[config.mk]
export PLATFORM = sky130hd
export DESIGN_NAME = rle_line_decoder
export DESIGN_NICKNAME = d
export VERILOG_FILES = /design/src/rtl/rle_pkg.sv /design/src/rtl/rle_uart_rx.sv /design/src/rtl/rle_line_decoder.sv
export SDC_FILE = /design/constraint.sdc
export NUM_CORES = 1
export LEC_CHECK = 0
export CORE_ASPECT_RATIO = 0.8
export CORE_UTILIZATION = 30
export DETAILED_ROUTE_END_ITERATION = 8
export PLACE_DENSITY_LB_ADDON = 0.08
export SETUP_SLACK_MARGIN = 0.4
export SYNTH_ARGS = -nofsm -noshare
export SYNTH_HDL_FRONTEND = slang
export SYNTH_HIERARCHICAL = 1
export SYNTH_SLANG_ARGS = --single-unit
[constraint.sdc]
create_clock -name clock -period 3.55 [get_ports clock]
set_input_delay 0.71 -clock clock [delete_from_list [all_inputs] [get_ports clock]]
set_output_delay 0.71 -clock clock [all_outputs]
set_load 0.01 [all_outputs]
[src/rtl/rle_pkg.sv]
// Shared constants and FSM state types for the scanline RLE decoder.
// Framing check is enabled by defining RLE_LINE_DECODER_FRAMING_CHECK_EN.
package rle_pkg;
  localparam logic       MARKING   = 1'b1;
  localparam logic       START_BIT = 1'b0;
  localparam logic       STOP_BIT  = 1'b1;
  localparam logic [7:0] EOL_BYTE  = 8'h00;

  localparam logic WHITE = 1'b0;
  localparam logic BLACK = 1'b1;

  typedef enum logic [2:0] {
    RX_IDLE,
    RX_START,
    RX_DATA,
    RX_STOP,
    RX_BREAK
  } rx_state_t;

  typedef enum logic [1:0] {
    OUT_WAIT,
    OUT_EMIT,
    OUT_RELEASE
  } out_state_t;
endpackage

[src/rtl/rle_uart_rx.sv]
// Async serial receiver: rxd synchronizer, bit timer and frame FSM.
// With RLE_LINE_DECODER_FRAMING_CHECK_EN a bad stop bit drops the frame and pulses frame_err.
module rle_uart_rx
  import rle_pkg::*;
#(
  parameter int BIT_CYCLES  = 4,
  parameter int SYNC_STAGES = 2
) (
  input  logic       clock,
  input  logic       reset,
  input  logic       rxd,
  output logic       byte_valid,
  output logic [7:0] byte_data,
  output logic       frame_err
);
  localparam int CW = $clog2(BIT_CYCLES);
  localparam logic [CW-1:0] HALF_LOAD = CW'(BIT_CYCLES / 2 - 1);
  localparam logic [CW-1:0] FULL_LOAD = CW'(BIT_CYCLES - 1);

  logic [SYNC_STAGES-1:0] sync;
  logic                   rxs, rxs_d;
  rx_state_t              state;
  logic [CW-1:0]          cnt;
  logic [2:0]             bitn;
  logic [7:0]             shreg;
  logic                   stop_sample;

  assign rxs         = sync[SYNC_STAGES-1];
  assign stop_sample = (state == RX_STOP) && (cnt == '0);

`ifdef RLE_LINE_DECODER_FRAMING_CHECK_EN
  assign frame_err = stop_sample && (rxs != STOP_BIT);
`else
  assign frame_err = 1'b0;
`endif

  // Decoded from state so the holding register is written in the stop-sample cycle.
  assign byte_valid = stop_sample && !frame_err;
  assign byte_data  = shreg;

  always_ff @(posedge clock) begin
    if (reset) begin
      sync  <= '1;
      rxs_d <= MARKING;
      state <= RX_IDLE;
      cnt   <= '0;
      bitn  <= '0;
      shreg <= '0;
    end else begin
      sync  <= (sync << 1) | SYNC_STAGES'(rxd);
      rxs_d <= rxs;
      case (state)
        RX_IDLE:
          if (rxs_d == MARKING && rxs == START_BIT) begin
            state <= RX_START;
            cnt   <= HALF_LOAD;
          end
        RX_START:
          if (cnt != '0) cnt <= cnt - 1'b1;
          else if (rxs != START_BIT) state <= RX_IDLE;
          else begin
            state <= RX_DATA;
            cnt   <= FULL_LOAD;
            bitn  <= '0;
          end
        RX_DATA:
          if (cnt != '0) cnt <= cnt - 1'b1;
          else begin
            shreg <= {rxs, shreg[7:1]};
            cnt   <= FULL_LOAD;
            if (bitn == 3'd7) state <= RX_STOP;
            else bitn <= bitn + 1'b1;
          end
        RX_STOP:
          if (cnt != '0) cnt <= cnt - 1'b1;
          else state <= frame_err ? RX_BREAK : RX_IDLE;
        // Line is stuck low after a bad stop bit; re-arm only once it marks again.
        RX_BREAK:
          if (rxs == MARKING) state <= RX_IDLE;
        default: state <= RX_IDLE;
      endcase
    end
  end
endmodule

[src/rtl/rle_line_decoder.sv]
// Expands received {N, C} run frames into pixel tokens over a dav_/rfd handshake.
// Optional stop-bit framing check: RLE_LINE_DECODER_FRAMING_CHECK_EN.
module rle_line_decoder
  import rle_pkg::*;
#(
  parameter int BIT_CYCLES  = 4,
  parameter int SYNC_STAGES = 2
) (
  input  logic clock,
  input  logic reset,
  input  logic rxd,
  input  logic rfd,
  output logic dav_,
  output logic colore,
  output logic endline,
  output logic ovr,
  output logic ferr
);
  logic       byte_valid, frame_err;
  logic [7:0] byte_data;

  rle_uart_rx #(
    .BIT_CYCLES (BIT_CYCLES),
    .SYNC_STAGES(SYNC_STAGES)
  ) u_rx (
    .clock     (clock),
    .reset     (reset),
    .rxd       (rxd),
    .byte_valid(byte_valid),
    .byte_data (byte_data),
    .frame_err (frame_err)
  );

  assign ferr = frame_err;

  logic       hold_full, hold_take;
  logic [7:0] hold_data;
  out_state_t state;
  logic [6:0] run_cnt;

  assign hold_take = (state == OUT_WAIT) && hold_full;

  // A frame landing in the same cycle the holding register drains is accepted.
  always_ff @(posedge clock) begin
    if (reset) begin
      hold_full <= 1'b0;
      hold_data <= '0;
      ovr       <= 1'b0;
    end else if (byte_valid && (!hold_full || hold_take)) begin
      hold_full <= 1'b1;
      hold_data <= byte_data;
    end else begin
      if (hold_take)  hold_full <= 1'b0;
      if (byte_valid) ovr       <= 1'b1;
    end
  end

  always_ff @(posedge clock) begin
    if (reset) begin
      state   <= OUT_WAIT;
      run_cnt <= '0;
      dav_    <= 1'b1;
      colore  <= WHITE;
      endline <= 1'b0;
    end else begin
      case (state)
        OUT_WAIT:
          if (hold_full) begin
            if (hold_data == EOL_BYTE) begin
              run_cnt <= 7'd1;
              colore  <= WHITE;
              endline <= 1'b1;
              dav_    <= 1'b0;
              state   <= OUT_EMIT;
            end else if (hold_data[7:1] != '0) begin
              run_cnt <= hold_data[7:1];
              colore  <= hold_data[0];
              endline <= 1'b0;
              dav_    <= 1'b0;
              state   <= OUT_EMIT;
            end
            // Zero-length black run (0x01) is consumed silently.
          end
        OUT_EMIT:
          if (!rfd) begin
            dav_  <= 1'b1;
            state <= OUT_RELEASE;
          end
        OUT_RELEASE:
          if (rfd) begin
            run_cnt <= run_cnt - 1'b1;
            if (run_cnt == 7'd1) state <= OUT_WAIT;
            else begin
              dav_  <= 1'b0;
              state <= OUT_EMIT;
            end
          end
        default: begin
          state <= OUT_WAIT;
          dav_  <= 1'b1;
        end
      endcase
    end
  end
endmodule
==> summary.md <==
| Metric | Value |
|---|---|
| Post-CTS Hold Fix Bufs | `0` |
| Core ar. | `~0.0066 mm2` |
| Final period utilization | `around three fifths` |
| Post-synthesis mux area share | `between 5 and 6%` |
| Nets | `255` |
| Clock latency on the worst-skew pair | `slightly below 300 ps` |
| Clock-pin slew on the worst setup and hold paths | `about 80 ps` |
| CP endpoint kind | `flop` |
| CP Class | `flop to flop` |
| Worst-Margin Slew | `roughly 560 ps` |
| HP Class | `flop to flop` |
| Max_cap viols | `0` |
| Async SR Flop Fraction | `0%` |
| Post-DP HPWL | `between 3000 and 4000 um` |
| First-pass GRT wire length | `7970 um` |
| Leakage | `approximately 0.00086 uW` |
| Multi-input gate area | `approximately 0.0012 mm2` |
| Warning count from the yosys run | `6` |
| Outcome | `finished clean` |
| Die area | `0.00736 mm2` |
| Via Count | `roughly 1600` |
| DIE WIDTH | `around 96 um` |
| Filler cells | `roughly 700` |
| Mapped Area | `around 0.0021 mm2` |
| DR pass1 iterations | `4` |
| DRT Wirelength | `roughly 4500 um` |
| IO Port Bufs | `7` |
| Placed Area | `0.00221 mm2` |
| Final Setup Violations | `0` |
| Rel. slew slack | `62.7%` |
| PostCTS Resize Cnt | `0` |
| Largest net degree at the start of global routing | `26` |
| Worst Clk Skew | `9.08 ps` |
| Clock Tree Buf Depth | `2` |
| Routed vias/inst | `approximately 5` |
| Row Count | `26` |
| Worst slack at placement | `around 1300 ps` |
| Routability cong. | `~0.77` |
| GRT Util Overall | `13.9%` |
| Reg area | `between 800 and 900 um2` |
| #FFs+latches synth | `40` |
| PwrDens | `around 380 mW/mm2` |
| Syn Inst Count | `236` |
| Final hold vios | `0` |
| Hold slack | `414 ps` |
| Crit path required time | `3740 ps` |
| Top FF cell, synth | `dfxtp_1` |
| Post-synthesis cell type count | `53` |
| Clock Sink Count | `40` |
| Sequential element share of the synthesized area | `between 30% and 40%` |
| Post-synthesis compound-gate area fraction | `between 20% and 30%` |
| Worst EP arrival | `between 2000 and 2500 ps` |
| GR Overflow Total | `0` |
| Post-Synth Adder-Cell Area | `7.13%` |
| ANT cells | `0` |
| # Post-CTS Setup Buffers | `0` |
| # DRC | `0` |
| Highest Clock Rate | `between 400 and 500 MHz` |
| Layout cells sized above 1 | `10.5%` |
| Simple-gate area share of the yosys netlist | `between 20% and 30%` |
| Slew Limit Fails | `0` |
| XOR/XNOR Fraction of Synth Area | `less than 1%` |
| Layout Cell Area excl Fill | `between 0.002 and 0.0025 mm2` |
| Final ANT Viol Nets | `0` |
| Vias in the first global route | `1574` |
| CP startpoint kind | `flop` |
| Peak supply drop | `123 uV` |
| CTS buffer count | `5` |
| Largest family of logic cells by synthesized area | `simple AND/OR/NAND/NOR gates` |
| Setup_tns | `0 ps` |
| Ports | `9` |
| Fin crit period | `around 2100 ps` |
| Final setup margin | `around 1400 ps` |
| Overall die height | `77.0 um` |
| Initial antenna violation count | `0` |
| Root Buffer | `clkbuf_8` |
| Initial core utilization | `between 30% and 40%` |
| H-tree Lvls | `2` |
| RSZ-0062 raised after global routing | `false` |
| Number of synthesized flops with an enable pin | `0` |
| 1st-iter DRT viols | `~130` |
| Layout Area Growth over Synthesis | `8.37%` |
| Mapped Avg Cell Area | `8.93 um2` |
| CP Max Fanout | `14` |
| WL per Instance | `~14 um` |
| Mapped Nets | `around 250` |
| CTS tree | `yes` |
cells by family (layout without fill, tap and decap cells):
logic type               count (synthesis)  after routing
multiplexers                            12             12
flip-flops                              40             40
adder cells (fa/ha/maj)                 12             12
buffers and inverters                   23             26
XOR/XNOR                                 1              1
other                                    1              1
AO/OA/AOI/OAI                           55             55
AND/OR/NAND/NOR                         92             92
critical path: stages (launching register included):
cell and delay [ps]:
dfxtp_1 430, inv_1 120, ha_1 410, o21ba_2 300, a2111oi_4 400, a211oi_1 130
a41o_1 210
metal layers:
| metal | global-route usage [%] | wire length, um | vias to the layer above | part of all wire [%] |
|---|---|---|---|---|
| met3 | 3.27 | 137 | 2 | 3.0 |
| li1 | - | - | 842 | - |
| met1 | 23.0 | 2710 | 744 | 60 |
| met4 | 4.03 | 28 | 0 | 0.62 |
| met5 | 0 | 0 | - | 0 |
| met2 | 16.8 | 1650 | 22 | 36 |
registers in the layout, summed over array words and instances, names as in the netlist, 2 cells and up:
signal,cells
hold_data,8
run_cnt,7
u_rx/state,2
u_rx/cnt,2
u_rx/byte_data,8
u_rx/bitn,3
state,2
u_rx/sync,2
placed cells by master (no fill, tap or decap), types with 2 or more instances in the layout:
cell type and count:
nor2b_1 3, ha_1 12, nor4bb_1 2, a21oi_1 20
clkbuf_8 5, a21o_1 3, a222oi_1 2, mux2i_1 12
clkdlybuf4s50_1 7, a211oi_1 4, nand3_1 18, a221o_2 2
dfxtp_1 40, a221oi_1 2, buf_4 2, nor2_1 28
a22o_2 2, nand2_1 19, or4_1 2, o211ai_1 2
nor3_1 4, nand2b_1 5, o21ai_0 4, or2_2 2
inv_1 10
area by class of cell:
| type | count | share of cell area (%) |
|---|---|---|
| well taps | 84 | 4.60 |
| flip-flops and latches | 40 | 35.1 |
| clock buffers | 6 | 3.18 |
| multi-input cells | 173 | 51.6 |
| inverters | 10 | 1.64 |
| repair buffers | 9 | 3.73 |
| clock inverters | 1 | 0.219 |
where the power goes:
group	total, uW	switching [uW]	internal, uW
clock network	285	152	134
registers	462	6.23	456
logic	114	68.6	45.6
synthesized netlist by cell type, drive strengths merged (4+ instances only):
library cell | n | area share (%)
dfxtp | 40 | 38
nor2 | 29 | 5.3
a21oi | 20 | 4.8
nand2 | 19 | 3.4
nand3 | 18 | 4.3
ha | 12 | 7.1
mux2i | 12 | 5.7
inv | 10 | 1.8
clkbuf | 7 | 1.7
buf | 6 | 2.6
nand2b | 6 | 2.1
a211oi | 4 | 1.4
a21o | 4 | 1.5
nor3 | 4 | 0.95
o21ai | 4 | 0.95
worst paths after layout:
check	startpoint	end	slack, ps	cells after the start
worst max-delay path	u_rx/state[0]	u_rx/state[1]	1440	6
worst min-delay path	u_rx/sync[0]	u_rx/sync[1]	410	1
worst max register to register	u_rx/state[0]	u_rx/state[1]	1440	6
worst min register to register	u_rx/sync[0]	u_rx/sync[1]	410	1
metrics by stage:
stage | total power (uW) | util, % | cells
floorplan | 559 | - | 236
global placement | 587 | 33.6 | 316
detailed placement | 585 | 33.6 | 316
CTS | 876 | 34.7 | 323
global route | 907 | 34.7 | 323
finish | 861 | 34.7 | 323
(Power assumes the default switching activity.)
